===== src/rtl/alu_seq.sv =====
// rtl/alu_seq.sv - sequential ALU: single-cycle logic/arith ops, bit-serial shifts, shift-add multiply
module alu_seq #(
  parameter int WIDTH = 8
) (
  input  logic             clk,
  input  logic             rst,
  input  logic             in_valid,
  output logic             in_ready,
  input  logic [WIDTH-1:0] A,
  input  logic [WIDTH-1:0] B,
  input  logic [3:0]       opcode,
  output logic             out_valid,
  input  logic             out_ready,
  output logic [WIDTH-1:0] result,
  output logic             carry_out,
  output logic             zero_flag,
  output logic             neg_flag,
  output logic             ovf_flag,
  output logic             illegal_op
);

  localparam int CW = $clog2(WIDTH + 1);

  localparam logic [WIDTH-1:0] W_LIM    = WIDTH'(WIDTH);
  localparam logic [CW-1:0]    W_CNT    = CW'(WIDTH);
  localparam logic [CW-1:0]    CNT_ONE  = CW'(1);
  localparam logic [WIDTH-1:0] ONE_V    = WIDTH'(1);
  localparam logic [WIDTH-1:0] ONES     = {WIDTH{1'b1}};
  localparam logic [WIDTH-1:0] MSB_ONLY = {1'b1, {(WIDTH-1){1'b0}}};
  localparam logic [WIDTH-1:0] MAX_POS  = {1'b0, {(WIDTH-1){1'b1}}};

  localparam logic [3:0] OP_AND = 4'd0;
  localparam logic [3:0] OP_OR  = 4'd1;
  localparam logic [3:0] OP_ADD = 4'd2;
  localparam logic [3:0] OP_SUB = 4'd3;
  localparam logic [3:0] OP_XOR = 4'd4;
  localparam logic [3:0] OP_NOT = 4'd5;
  localparam logic [3:0] OP_INC = 4'd6;
  localparam logic [3:0] OP_DEC = 4'd7;
  localparam logic [3:0] OP_SHL = 4'd8;
  localparam logic [3:0] OP_SHR = 4'd9;
  localparam logic [3:0] OP_MUL = 4'd10;
  localparam logic [3:0] OP_CMP = 4'd11;

  typedef enum logic [1:0] {IDLE, BUSY, DONE} state_t;

  state_t               state;
  logic [WIDTH-1:0]     a_reg;
  logic [WIDTH-1:0]     sh_reg;
  logic [2*WIDTH-1:0]   prod;
  logic [CW-1:0]        cnt;
  logic                 mul_mode;
  logic                 shl_mode;
  logic                 accept;

  logic [WIDTH:0]       add_ext;
  logic [WIDTH:0]       sub_ext;
  logic [WIDTH-1:0]     sc_result;
  logic                 sc_carry;
  logic                 sc_ovf;
  logic                 sc_illegal;
  logic [CW-1:0]        shamt;
  logic                 multi;

  logic [WIDTH-1:0]     sh_next;
  logic                 sh_bit;
  logic [WIDTH:0]       mul_sum;
  logic [2*WIDTH-1:0]   prod_next;
  logic [WIDTH-1:0]     fin_result;
  logic                 fin_carry;

  // Ready is forced low under reset; in DONE a new request may only enter while the current result is consumed
  assign in_ready = !rst && ((state == IDLE) || ((state == DONE) && out_ready));
  assign accept   = in_valid && in_ready;

  // Single-cycle datapath and classification of the incoming request
  always_comb begin
    add_ext    = {1'b0, A} + {1'b0, B};
    sub_ext    = {1'b0, A} - {1'b0, B};
    shamt      = (B >= W_LIM) ? W_CNT : B[CW-1:0];
    multi      = 1'b0;
    sc_result  = '0;
    sc_carry   = 1'b0;
    sc_ovf     = 1'b0;
    sc_illegal = 1'b0;
    case (opcode)
      OP_AND: sc_result = A & B;
      OP_OR:  sc_result = A | B;
      OP_XOR: sc_result = A ^ B;
      OP_NOT: sc_result = ~A;
      OP_ADD: begin
        sc_result = add_ext[WIDTH-1:0];
        sc_carry  = add_ext[WIDTH];
        sc_ovf    = (A[WIDTH-1] == B[WIDTH-1]) && (add_ext[WIDTH-1] != A[WIDTH-1]);
      end
      OP_SUB, OP_CMP: begin
        sc_result = sub_ext[WIDTH-1:0];
        sc_carry  = sub_ext[WIDTH];
        sc_ovf    = (A[WIDTH-1] != B[WIDTH-1]) && (sub_ext[WIDTH-1] != A[WIDTH-1]);
      end
      OP_INC: begin
        sc_result = A + ONE_V;
        sc_carry  = (A == ONES);
        sc_ovf    = (A == MAX_POS);
      end
      OP_DEC: begin
        sc_result = A - ONE_V;
        sc_carry  = (A == '0);
        sc_ovf    = (A == MSB_ONLY);
      end
      // A zero-length shift completes immediately and passes A through
      OP_SHL, OP_SHR: begin
        sc_result = A;
        multi     = (shamt != '0);
      end
      OP_MUL: multi = 1'b1;
      default: sc_illegal = 1'b1;
    endcase
  end

  // One iteration of the serial engines, plus the values committed on the final iteration
  always_comb begin
    if (shl_mode) begin
      sh_next = {sh_reg[WIDTH-2:0], 1'b0};
      sh_bit  = sh_reg[WIDTH-1];
    end else begin
      sh_next = {1'b0, sh_reg[WIDTH-1:1]};
      sh_bit  = sh_reg[0];
    end
    // Upper half accumulates A when the current multiplier bit is set, then the pair shifts right
    mul_sum   = {1'b0, prod[2*WIDTH-1:WIDTH]} + (prod[0] ? {1'b0, a_reg} : {(WIDTH+1){1'b0}});
    prod_next = {mul_sum, prod[WIDTH-1:1]};
    if (mul_mode) begin
      fin_result = prod_next[WIDTH-1:0];
      fin_carry  = |prod_next[2*WIDTH-1:WIDTH];
    end else begin
      fin_result = sh_next;
      fin_carry  = sh_bit;
    end
  end

  // Control FSM with registered result and flags
  always_ff @(posedge clk) begin
    if (rst) begin
      state      <= IDLE;
      out_valid  <= 1'b0;
      result     <= '0;
      carry_out  <= 1'b0;
      zero_flag  <= 1'b0;
      neg_flag   <= 1'b0;
      ovf_flag   <= 1'b0;
      illegal_op <= 1'b0;
      a_reg      <= '0;
      sh_reg     <= '0;
      prod       <= '0;
      cnt        <= '0;
      mul_mode   <= 1'b0;
      shl_mode   <= 1'b0;
    end else begin
      case (state)
        IDLE, DONE: begin
          if (accept) begin
            if (multi) begin
              state     <= BUSY;
              out_valid <= 1'b0;
              a_reg     <= A;
              sh_reg    <= A;
              prod      <= {{WIDTH{1'b0}}, B};
              mul_mode  <= (opcode == OP_MUL);
              shl_mode  <= (opcode == OP_SHL);
              cnt       <= (opcode == OP_MUL) ? W_CNT : shamt;
            end else begin
              state      <= DONE;
              out_valid  <= 1'b1;
              result     <= sc_result;
              carry_out  <= sc_carry;
              zero_flag  <= (sc_result == '0);
              neg_flag   <= sc_result[WIDTH-1];
              ovf_flag   <= sc_ovf;
              illegal_op <= sc_illegal;
            end
          end else if ((state == DONE) && out_ready) begin
            state     <= IDLE;
            out_valid <= 1'b0;
          end
        end
        BUSY: begin
          if (mul_mode) begin
            prod <= prod_next;
          end else begin
            sh_reg <= sh_next;
          end
          cnt <= cnt - CNT_ONE;
          if (cnt == CNT_ONE) begin
            state      <= DONE;
            out_valid  <= 1'b1;
            result     <= fin_result;
            carry_out  <= fin_carry;
            zero_flag  <= (fin_result == '0);
            neg_flag   <= fin_result[WIDTH-1];
            ovf_flag   <= 1'b0;
            illegal_op <= 1'b0;
          end
        end
        default: begin
          state     <= IDLE;
          out_valid <= 1'b0;
        end
      endcase
    end
  end

endmodule


===== config.mk =====
export PLATFORM = sky130hd
export DESIGN_NAME = alu_seq
export DESIGN_NICKNAME = d
export VERILOG_FILES = /design/src/rtl/alu_seq.sv
export SDC_FILE = /design/constraint.sdc
export NUM_CORES = 1
export LEC_CHECK = 0
export CORE_MARGIN = 2
export CORE_UTILIZATION = 45
export CTS_CLUSTER_SIZE = 40
export DETAILED_ROUTE_END_ITERATION = 10
export PLACE_DENSITY = 0.66
export SLEW_MARGIN = 40
export SYNTH_ARGS = -nofsm -noshare
export SYNTH_HDL_FRONTEND = slang
export SYNTH_SLANG_ARGS = --single-unit

===== constraint.sdc =====
create_clock -name clk -period 5.15 [get_ports clk]
set_input_delay 0.7725 -clock clk [delete_from_list [all_inputs] [get_ports clk]]
set_output_delay 0.7725 -clock clk [all_outputs]
set_load 0.03 [all_outputs]

* Yosys cells after proc, flatten, opt, wreduce, memory -nomap -nowiden
Index checks and enable logic that the tools add are counted.
Cells by class: add/subtract/negate cells 6, order comparisons 1, equality and inequality tests 28, mux-type cells 56, bitwise gates (word level) 4, reduce and logical (&&, ||, !) cells 25
Operators by type and width (number):
- $mux 8 | 9
- $pmux 8 s9 | 1
- $mux 16 | 3
- $pmux 16 s2 | 1
- $pmux 8 s2 | 2
- $logic_not 8->1 | 3
- $mux 1 | 21
- $add 8x8->9 | 2
- $eq 4x3->1 const B | 4
- $eq 4x4->1 const B | 4
- $eq 8x8->1 const B | 2
- $mux 4 | 4
- $pmux 1 s2 | 7
- $ne 2x2->1 const B | 6
- $reduce_and 4->1 | 3
- $reduce_or 12->1 | 1
- $sub 8x8->9 | 1
- $add 8x1->8 const B | 1
- $and 8x8->8 | 1
- $eq 4x1->1 const B | 2
- $eq 4x2->1 const B | 2
- $eq 8x7->1 const B | 1
- $ge 8x4->1 const B | 1
- $mux 2 | 4
- other kinds (24) | 34
Storage, ports and cells: flip-flop bits (word level) 54, bits of input ports 24, output and inout port bits 15, logic and storage cells 134

* Depth between registers and ports, before layout
Gate-level depths: netlist of run 1.
depth in word-level cells 7, depth in mapped cells 12, gate-level depth less buffers 10

* Worst setup path before layout of run 1
OpenSTA, ideal clock, no wires.
kind input-to-reg, from input A[0], to register zero_flag, library setup time 88 ps, arrival 3319 ps, data required time 5062 ps, slack 1743 ps, cell stages on the path 11, buffers on the path 1, path through clkbuf_1 inv_1 ha_1 fa_1 o21bai_1 a21oi_1 a221o_1 a22oi_1 o21ai_0 or4_1 o32ai_2
On the way: cells in the longest elaborated chain, start to end 6, elaborated cells on any way between the ends 13
RTL lines:
- start: declaration | RTL line 9 | input logic [WIDTH-1:0] A,
- $sub 8x1->8, or another cell as far along | RTL line 107 | sc_result = A - ONE_V;
- $pmux 8 s9 (*) | RTL line 86 | case (opcode)
- $logic_not 8->1 (*) | RTL line 177 | zero_flag <= (sc_result == '0);
- $mux 1 (*) | RTL line 163 | if (multi) begin
- $mux 1 (*) | RTL line 162 | if (accept) begin
- $pmux 1 s2 (*) | RTL line 160 | case (state)
- end signal: assignment | RTL line 177
- end signal: assignment | RTL line 199 | zero_flag <= (fin_result == '0);
- end: declaration | RTL line 16 | output logic zero_flag,
Mark *: on every way between the ends. The rest lies on a longest branch, timed or not. The select of a mux whose other input is x is not followed. A chain may end at the register's enable or synchronous reset.

* Worst setup path after layout of run 1
from input opcode[1], to register zero_flag
On the way: cells in the longest elaborated chain, start to end 7, elaborated cells on any way between the ends 22
RTL lines:
- start: declaration | RTL line 11 | input logic [3:0] opcode,
- $eq 4x4->1 / $eq 4x2->1 (equally long branches) | RTL line 86
- $reduce_or 2->1 (on tied branches)
- $pmux 8 s9 | RTL line 86
- $logic_not 8->1 | RTL line 177
- $mux 1 | RTL line 163
- $mux 1 | RTL line 162
- $pmux 1 s2 | RTL line 160
Several ways; a longest one is shown, not always the timed one. The select of a mux whose other input is x is not followed.

==> impl_metrics.toml, run 1 <==
[floorplanning]
core_footprint_sq_um = 9864
fp.dieW_um = 105.3
design.portCount = 39
dieArea_sq_um = 11090
initial_utilization_pct = 46.80
die_height_um = 105.3
placement_rows = 36

[logic_synthesis]
ys_async_sr_fraction_pct = 0
post_synth_most_frequent_cells = "68 x sky130_fd_sc_hd__nor2_1, 67 x sky130_fd_sc_hd__nand2_1, 57 x sky130_fd_sc_hd__a21oi_1"
synth_compound_gate_area_share_pct = 26.88
yosysSeqAreaShare_pct = 22.55
synth.yosys.warnings = 0
yosysTopAreaCell = "sky130_fd_sc_hd__dfxtp_1"
post_synth_and_or_nand_nor_area_fraction_pct = 23.71
synthDistinctLibCells = 77
yosys.area.top_type_share_pct = 22.55
synthesis.instances = 615
synth_xor_xnor_area_share_pct = 3.035
synth_top_family_by_area = "compound AO/OA/AOI/OAI gates"
count_of_state_elements_after_synthesis = 52
synth-adder-area-share_pct = 10.79
synth.cell_area_sq_um = 4617
synth_enable_flop_cells = 0
synthMuxAreaShare_pct = 5.745
postSynth.topFlopCell = "sky130_fd_sc_hd__dfxtp_1"
synth_most_common_cell = "sky130_fd_sc_hd__nor2_1"
syn_nets = 677
post_synth.cell_area_avg_sq_um = 7.507
yosys-top-cells-area = "sky130_fd_sc_hd__dfxtp_1 23%, sky130_fd_sc_hd__ha_1 9.5%, sky130_fd_sc_hd__a21oi_1 6.2%"

[power]
power.internal_w = 0.0006198
total_switching_power_w = 0.0003261
share_seq_of_total_power_pct = 44.7
peak_supply_drop_uv = 114.1
power.density_cell_area_nw_per_um2 = 185.0
clock_power_share_pct = 24.7
swShare_pct = 34.48
power.share.combinational_pct = 30.6
post-layout-total-power_w = 0.0009459
leakagePower_nw = 1.941

[place]
detailed_place_hpwl_mm = 10.45
globalplace.congestion = 0.9373
place.port_buffers = 38

[hold_path]
holdCritPathClass = "reg2reg"
hold_path_startpoint = "a_reg[7]$_SDFFE_PP0P_"
min_delay_path_depth = 2
hold_endpoint = "a_reg[7]$_SDFFE_PP0P_"

[detailed_routing]
final_antenna_net_count = 0
drt_drc_violations_left = 0
drt-vias-per-instance = 6.174
starting_drc_count_in_detailed_routing = 390
vias_post_dr = 4674
first_pass_iters = 5
post_drt_wl_per_cell_um = 18.54
detail_route.wirelength_mm = 14.03
met3_length_um = 875
routed_metal_1_wirelength_mm = 6.370
met2RoutedLength_mm = 6.571
dr.max_layer_used = "met4"

[global_routing]
grt_max_degree = 55
grt.total_usage_pct = 24.91
grt_antenna_before_repair = 0
gr-total-overflow = 0
wire_length_of_the_first_global_routing_pass_mm = 22.45
first_global_vias = 4371

[setup_path]
worstSetupPathType = "in2reg"
critPathCaptureType = "flop"
worst_r2r_startpoint = "prod[0]$_SDFFE_PP0P_"
r2r_slack_ns = 2.52
worst_r2r_endpoint = "carry_out$_SDFFE_PP0P_"
cp-start-kind = "input port"
cp.required_ns = 5.38
worst-r2r-cell-count = 10
critPathArrivalTime_ns = 4.27
cp_max_fo = 20

[layout]
layout.area.seq_sq_um = 1041
multi_input_area_sq_um = 3242
final_core_util_pct = 51.84
antenna-diode-count = 0
fin_nets = 685
drive_gt1_share_pct = 7.051
largest-register = "prod"
layout-area-overhead-vs-synth_pct = 10.76
number_of_flip_flops_in_the_largest_register = 16
num-fill-cells = 971

[timing]
final_hold_viol_count = 0
total_of_endpoints_with_negative_setup_slack_in_the_final_report = 0
unrepaired_setup_endpoints_after_global_routing = "false"
max_clock_freq_ghz = 0.2476
slew_headroom_pct = 48.56
fin_worst_skew_ns = 0.006509
min_period_ns = 4.039
tightest_slew_ns = 0.7692
report.final.slew_viol_count = 0
final.period_utilization_pct = 78.44
setup_tns_final_ns = 0

[cts]
holdBufCountCts = 0
numCtsBuffers = 5
cts_num_sinks = 52
clk_latency_ns = 0.31
tritoncts = "done"
cts_resized = 0
clk_pin_slew_ns = 0.10
post-cts-setup-buffer-count = 0
max-clock-path-buffers = 2
ctsHtreeMaxLevel = 2
ctsRootBufferMaster = "sky130_fd_sc_hd__clkbuf_8"

[run]
max-cap-violations = 0

[outcome]
run_status = "finished, final reports clean"
## cell type report
class	count	share of cell area (%)
Clock inverter	3	0.3670
Inverter	33	2.422
Tap cell	133	3.254
Timing Repair Buffer	48	8.857
Sequential cell	52	20.36
Multi-Input combinational cell	483	63.40
Clock buffer	5	1.346
## kinds of logic after synthesis
logic type	Yosys count
adders and majority gates	38
and+or+nand+nor	227
muxes	23
xor gates and xnor gates	16
AOI/OAI and AO/OA	179
DFF	52
buffers and inverters	80
## layout by cell type, fill, tap and decap left out, drive strengths merged, types with 4 or more instances in the layout
| master | synthesis | final |
|---|---|---|
| nor2 | 70 | 70 |
| a22oi | 5 | 5 |
| o21bai | 8 | 8 |
| nand2b | 7 | 7 |
| nor2b | 5 | 5 |
| a31oi | 6 | 6 |
| o211ai | 9 | 9 |
| o21ai | 23 | 23 |
| a311oi | 10 | 10 |
| nand4 | 8 | 8 |
| xor2 | 6 | 6 |
| a21oi | 57 | 57 |
| buf | 13 | 11 |
| inv | 31 | 31 |
| mux2i | 13 | 13 |
| clkbuf | 34 | 5 |
| nand2 | 67 | 67 |
| clkdlybuf4s50 | 0 | 37 |
| dfxtp | 52 | 52 |
| a21o | 5 | 5 |
| a211oi | 15 | 15 |
| xnor2 | 10 | 10 |
| clkinv | 2 | 5 |
| nor3 | 15 | 15 |
| nor4 | 6 | 6 |
| ha | 35 | 35 |
| mux2 | 8 | 8 |
| and2 | 10 | 10 |
| nand3 | 16 | 16 |
| a2111oi | 4 | 4 |
| and3 | 4 | 4 |
## per-layer routing
layer,vias up,GRT usage [%]
met5,-,0
met4,0,6.571
met3,20,1.793
met1,2227,34.70
li1,2227,-
met2,200,41.57
## worst max path at each step
| stage | from | endpoint | depth (start not counted) |
|---|---|---|---|
| after global placement | A[0] | zero_flag$_SDFFE_PP0P_ | 11 |
| after global routing | opcode[1] | zero_flag$_SDFFE_PP0P_ | 11 |
| after floorplan | A[0] | zero_flag$_SDFFE_PP0P_ | 11 |
| final | opcode[1] | zero_flag$_SDFFE_PP0P_ | 11 |
| after detailed placement | opcode[1] | zero_flag$_SDFFE_PP0P_ | 11 |
| after CTS | opcode[1] | zero_flag$_SDFFE_PP0P_ | 11 |
## power by group through the flow
stage / Clock (W) / Combinational, W / Sequential, W
floorplan: 0 / 0.000183 / 0.000440
global placement: 0 / 0.000279 / 0.000432
detailed placement: 0 / 0.000282 / 0.000432
CTS: 0.000234 / 0.000283 / 0.000423
global route: 0.000254 / 0.000312 / 0.000424
finish: 0.000234 / 0.000290 / 0.000423
## metrics by stage
step                      std cells  hold slack (ns)  area (sq um)  worst slack [ns]
after floorplan                 615           0.4317          4617             1.743
after global placement          749           0.4431          5024            0.9535
after detailed placement        749           0.4461          5026            0.8687
after CTS                       757           0.4598          5114             1.189
after global routing            757           0.4808          5114             1.025
final                           757           0.4590          5114             1.111
## worst max-delay path, stage by stage
cell and delay [ns]:
sky130_fd_sc_hd__clkdlybuf4s50_1 0.97, sky130_fd_sc_hd__and4b_1 0.48, sky130_fd_sc_hd__xnor2_1 0.11, sky130_fd_sc_hd__ha_1 0.24, sky130_fd_sc_hd__nor2_1 0.19, sky130_fd_sc_hd__mux2i_1 0.13, sky130_fd_sc_hd__xnor2_1 0.15, sky130_fd_sc_hd__a211oi_2 0.33
sky130_fd_sc_hd__nand3_1 0.12, sky130_fd_sc_hd__or4_1 0.53, sky130_fd_sc_hd__o32ai_2 0.25
Note: power is estimated with default switching activity, not from simulation.
==> run 2, diff against run 1 <==
PLACE_DENSITY = 0.68   (was 0.66)
clock period = 3.4 ns   (was 5.15 ns; I/O delays follow)
==> run 2 against run 1 <==
Against the previous run: first-iteration DRC count grew 5.9%; worst hold slack lost 0.0052 ns; wire length shrank 3.8%; register-to-register slack lost 1.7 ns; count of clock-buffer cells in the layout grew 2; critical endpoint unchanged; largest cell class unchanged.
==> impl_metrics.toml, run 2 (synthesis gave the netlist of run 1 again) <==
[timing]
tightest_slew_ns = 0.5892
slew_headroom_pct = 60.68
setup_tns_final_ns = 0
unrepaired_setup_endpoints_after_global_routing = "false"
total_of_endpoints_with_negative_setup_slack_in_the_final_report = 0
report.final.slew_viol_count = 0
final.period_utilization_pct = 93.98
hold_slack_ns = 0.4537
min_period_ns = 3.195
fin_worst_skew_ns = 0.009082
final_hold_viol_count = 0
max_clock_freq_ghz = 0.3130

[layout]
drive_gt1_share_pct = 12.50
antenna-diode-count = 0
largest-register = "prod"
mostFrequentLayoutCells = "68 x sky130_fd_sc_hd__nor2_1, 67 x sky130_fd_sc_hd__nand2_1, 57 x sky130_fd_sc_hd__a21oi_1"
final_common_cell = "sky130_fd_sc_hd__nor2_1"
final_core_util_pct = 54.92
number_of_flip_flops_in_the_largest_register = 16
final_cells = 797
num-fill-cells = 952
layout-area-overhead-vs-synth_pct = 17.34
fin_nets = 725

[floorplanning]
core_footprint_sq_um = 9864
fp.dieW_um = 105.3
dieArea_sq_um = 11090
die_height_um = 105.3
design.portCount = 39
initial_utilization_pct = 46.80
placement_rows = 36

[power]
power.density_cell_area_nw_per_um2 = 275.0
leakagePower_nw = 2.134
peak_supply_drop_uv = 144.9
post-layout-total-power_w = 0.001490

[global_routing]
grt_max_degree = 53
grt.total_usage_pct = 24.77
wire_length_of_the_first_global_routing_pass_mm = 22.40
first_global_vias = 4378
grt_antenna_before_repair = 0
gr-total-overflow = 0

[setup_path]
critical_path.max_stage_delay_ns = 0.56
worstSetupPathType = "in2reg"
crit_family = "compound AO/OA/AOI/OAI gates"
cp_max_fo = 3
critPathCaptureType = "flop"
critPathSlowestCell = "sky130_fd_sc_hd__or4_1"
cp.required_ns = 3.63
cp-start-kind = "input port"
worstPathCellList = "clkdlybuf4s50_1, inv_1, ha_1, fa_1, o21bai_1, a21oi_1, a221o_1, a22oi_1, o21ai_0, or4_1, o32ai_2"
cp.buffers_inverters = 2
critPathArrivalTime_ns = 3.42
r2r_slack_ns = 0.79

[place]
globalplace.congestion = 0.9717
place.detailed.instances = 789
place.port_buffers = 38
detailed_place_hpwl_mm = 10.36

[cts]
clk_pin_slew_ns = 0.10
ctsRootBufferMaster = "sky130_fd_sc_hd__clkbuf_8"
cts_num_sinks = 52
holdBufCountCts = 0
clk_latency_ns = 0.31
ctsHtreeMaxLevel = 2
numCtsBuffers = 5
cts_resized = 0
max-clock-path-buffers = 2
post-cts-setup-buffer-count = 0
tritoncts = "done"

[detailed_routing]
starting_drc_count_in_detailed_routing = 413
first_pass_iters = 5
drt-vias-per-instance = 6.001
vias_post_dr = 4783
detail_route.wirelength_mm = 13.50
final_antenna_net_count = 0
drt_drc_violations_left = 0
post_drt_wl_per_cell_um = 16.94

[hold_path]
holdCritPathClass = "reg2reg"

[run]
max-cap-violations = 0

[outcome]
run_status = "finished, final reports clean"
## run 2: per-layer routing
metal | global-route usage (%) | wire [um] | part of all wire (%)
met4 | 9.524 | 409 | 3.0
met3 | 1.855 | 855 | 6.3
met1 | 34.02 | 5913 | 44
met2 | 40.41 | 6319 | 47
met5 | 0 | 0 | 0
## run 2: worst paths after layout
check                                           start                     end  depth (start not counted)
worst min-delay path            a_reg[6]$_SDFFE_PP0P_   a_reg[6]$_SDFFE_PP0P_                          2
worst min register to register  a_reg[6]$_SDFFE_PP0P_   a_reg[6]$_SDFFE_PP0P_                          2
worst max-delay path                             A[0]  zero_flag$_SDFFE_PP0P_                         11
worst max register to register   prod[0]$_SDFFE_PP0P_  carry_out$_SDFFE_PP0P_                         10
## run 2: report_power, final
| part | internal (W) | total, W | switching [W] |
|---|---|---|---|
| sequential | 0.000627 | 0.000640 | 0.0000131 |
| clock | 0.000166 | 0.000372 | 0.000206 |
| combinational | 0.000204 | 0.000477 | 0.000273 |
## run 2: layout make-up
type	instances	area, sq um	area share (%)
clock inverter	1	7.507	0.1386
clock buffer	7	86.33	1.594
inverter	33	123.9	2.286
tap	133	166.4	3.072
timing repair buffer	88	750.7	13.86
multi-input combinational	483	3242	59.84
sequential	52	1041	19.21
## run 2: worst reg2reg max path, cell delays in order (launching register included)
cell                       delay, ns
sky130_fd_sc_hd__dfxtp_1        0.38
sky130_fd_sc_hd__and2_1         0.18
sky130_fd_sc_hd__ha_1           0.22
sky130_fd_sc_hd__fa_1           0.45
sky130_fd_sc_hd__a211oi_1       0.24
sky130_fd_sc_hd__o21bai_1       0.11
sky130_fd_sc_hd__a21oi_1        0.23
sky130_fd_sc_hd__o21bai_1       0.09
sky130_fd_sc_hd__a21o_1         0.19
sky130_fd_sc_hd__o31ai_1        0.26
sky130_fd_sc_hd__a311oi_1       0.12
## run 2: through the flow
stage	worst slack, ns	cell area, sq um
final	0.2048	5418
after global routing	0.04101	5418
after CTS	0.2121	5418
after detailed placement	-0.09189	5324
after global placement	-0.07543	5324
after floorplan	0.2557	4617
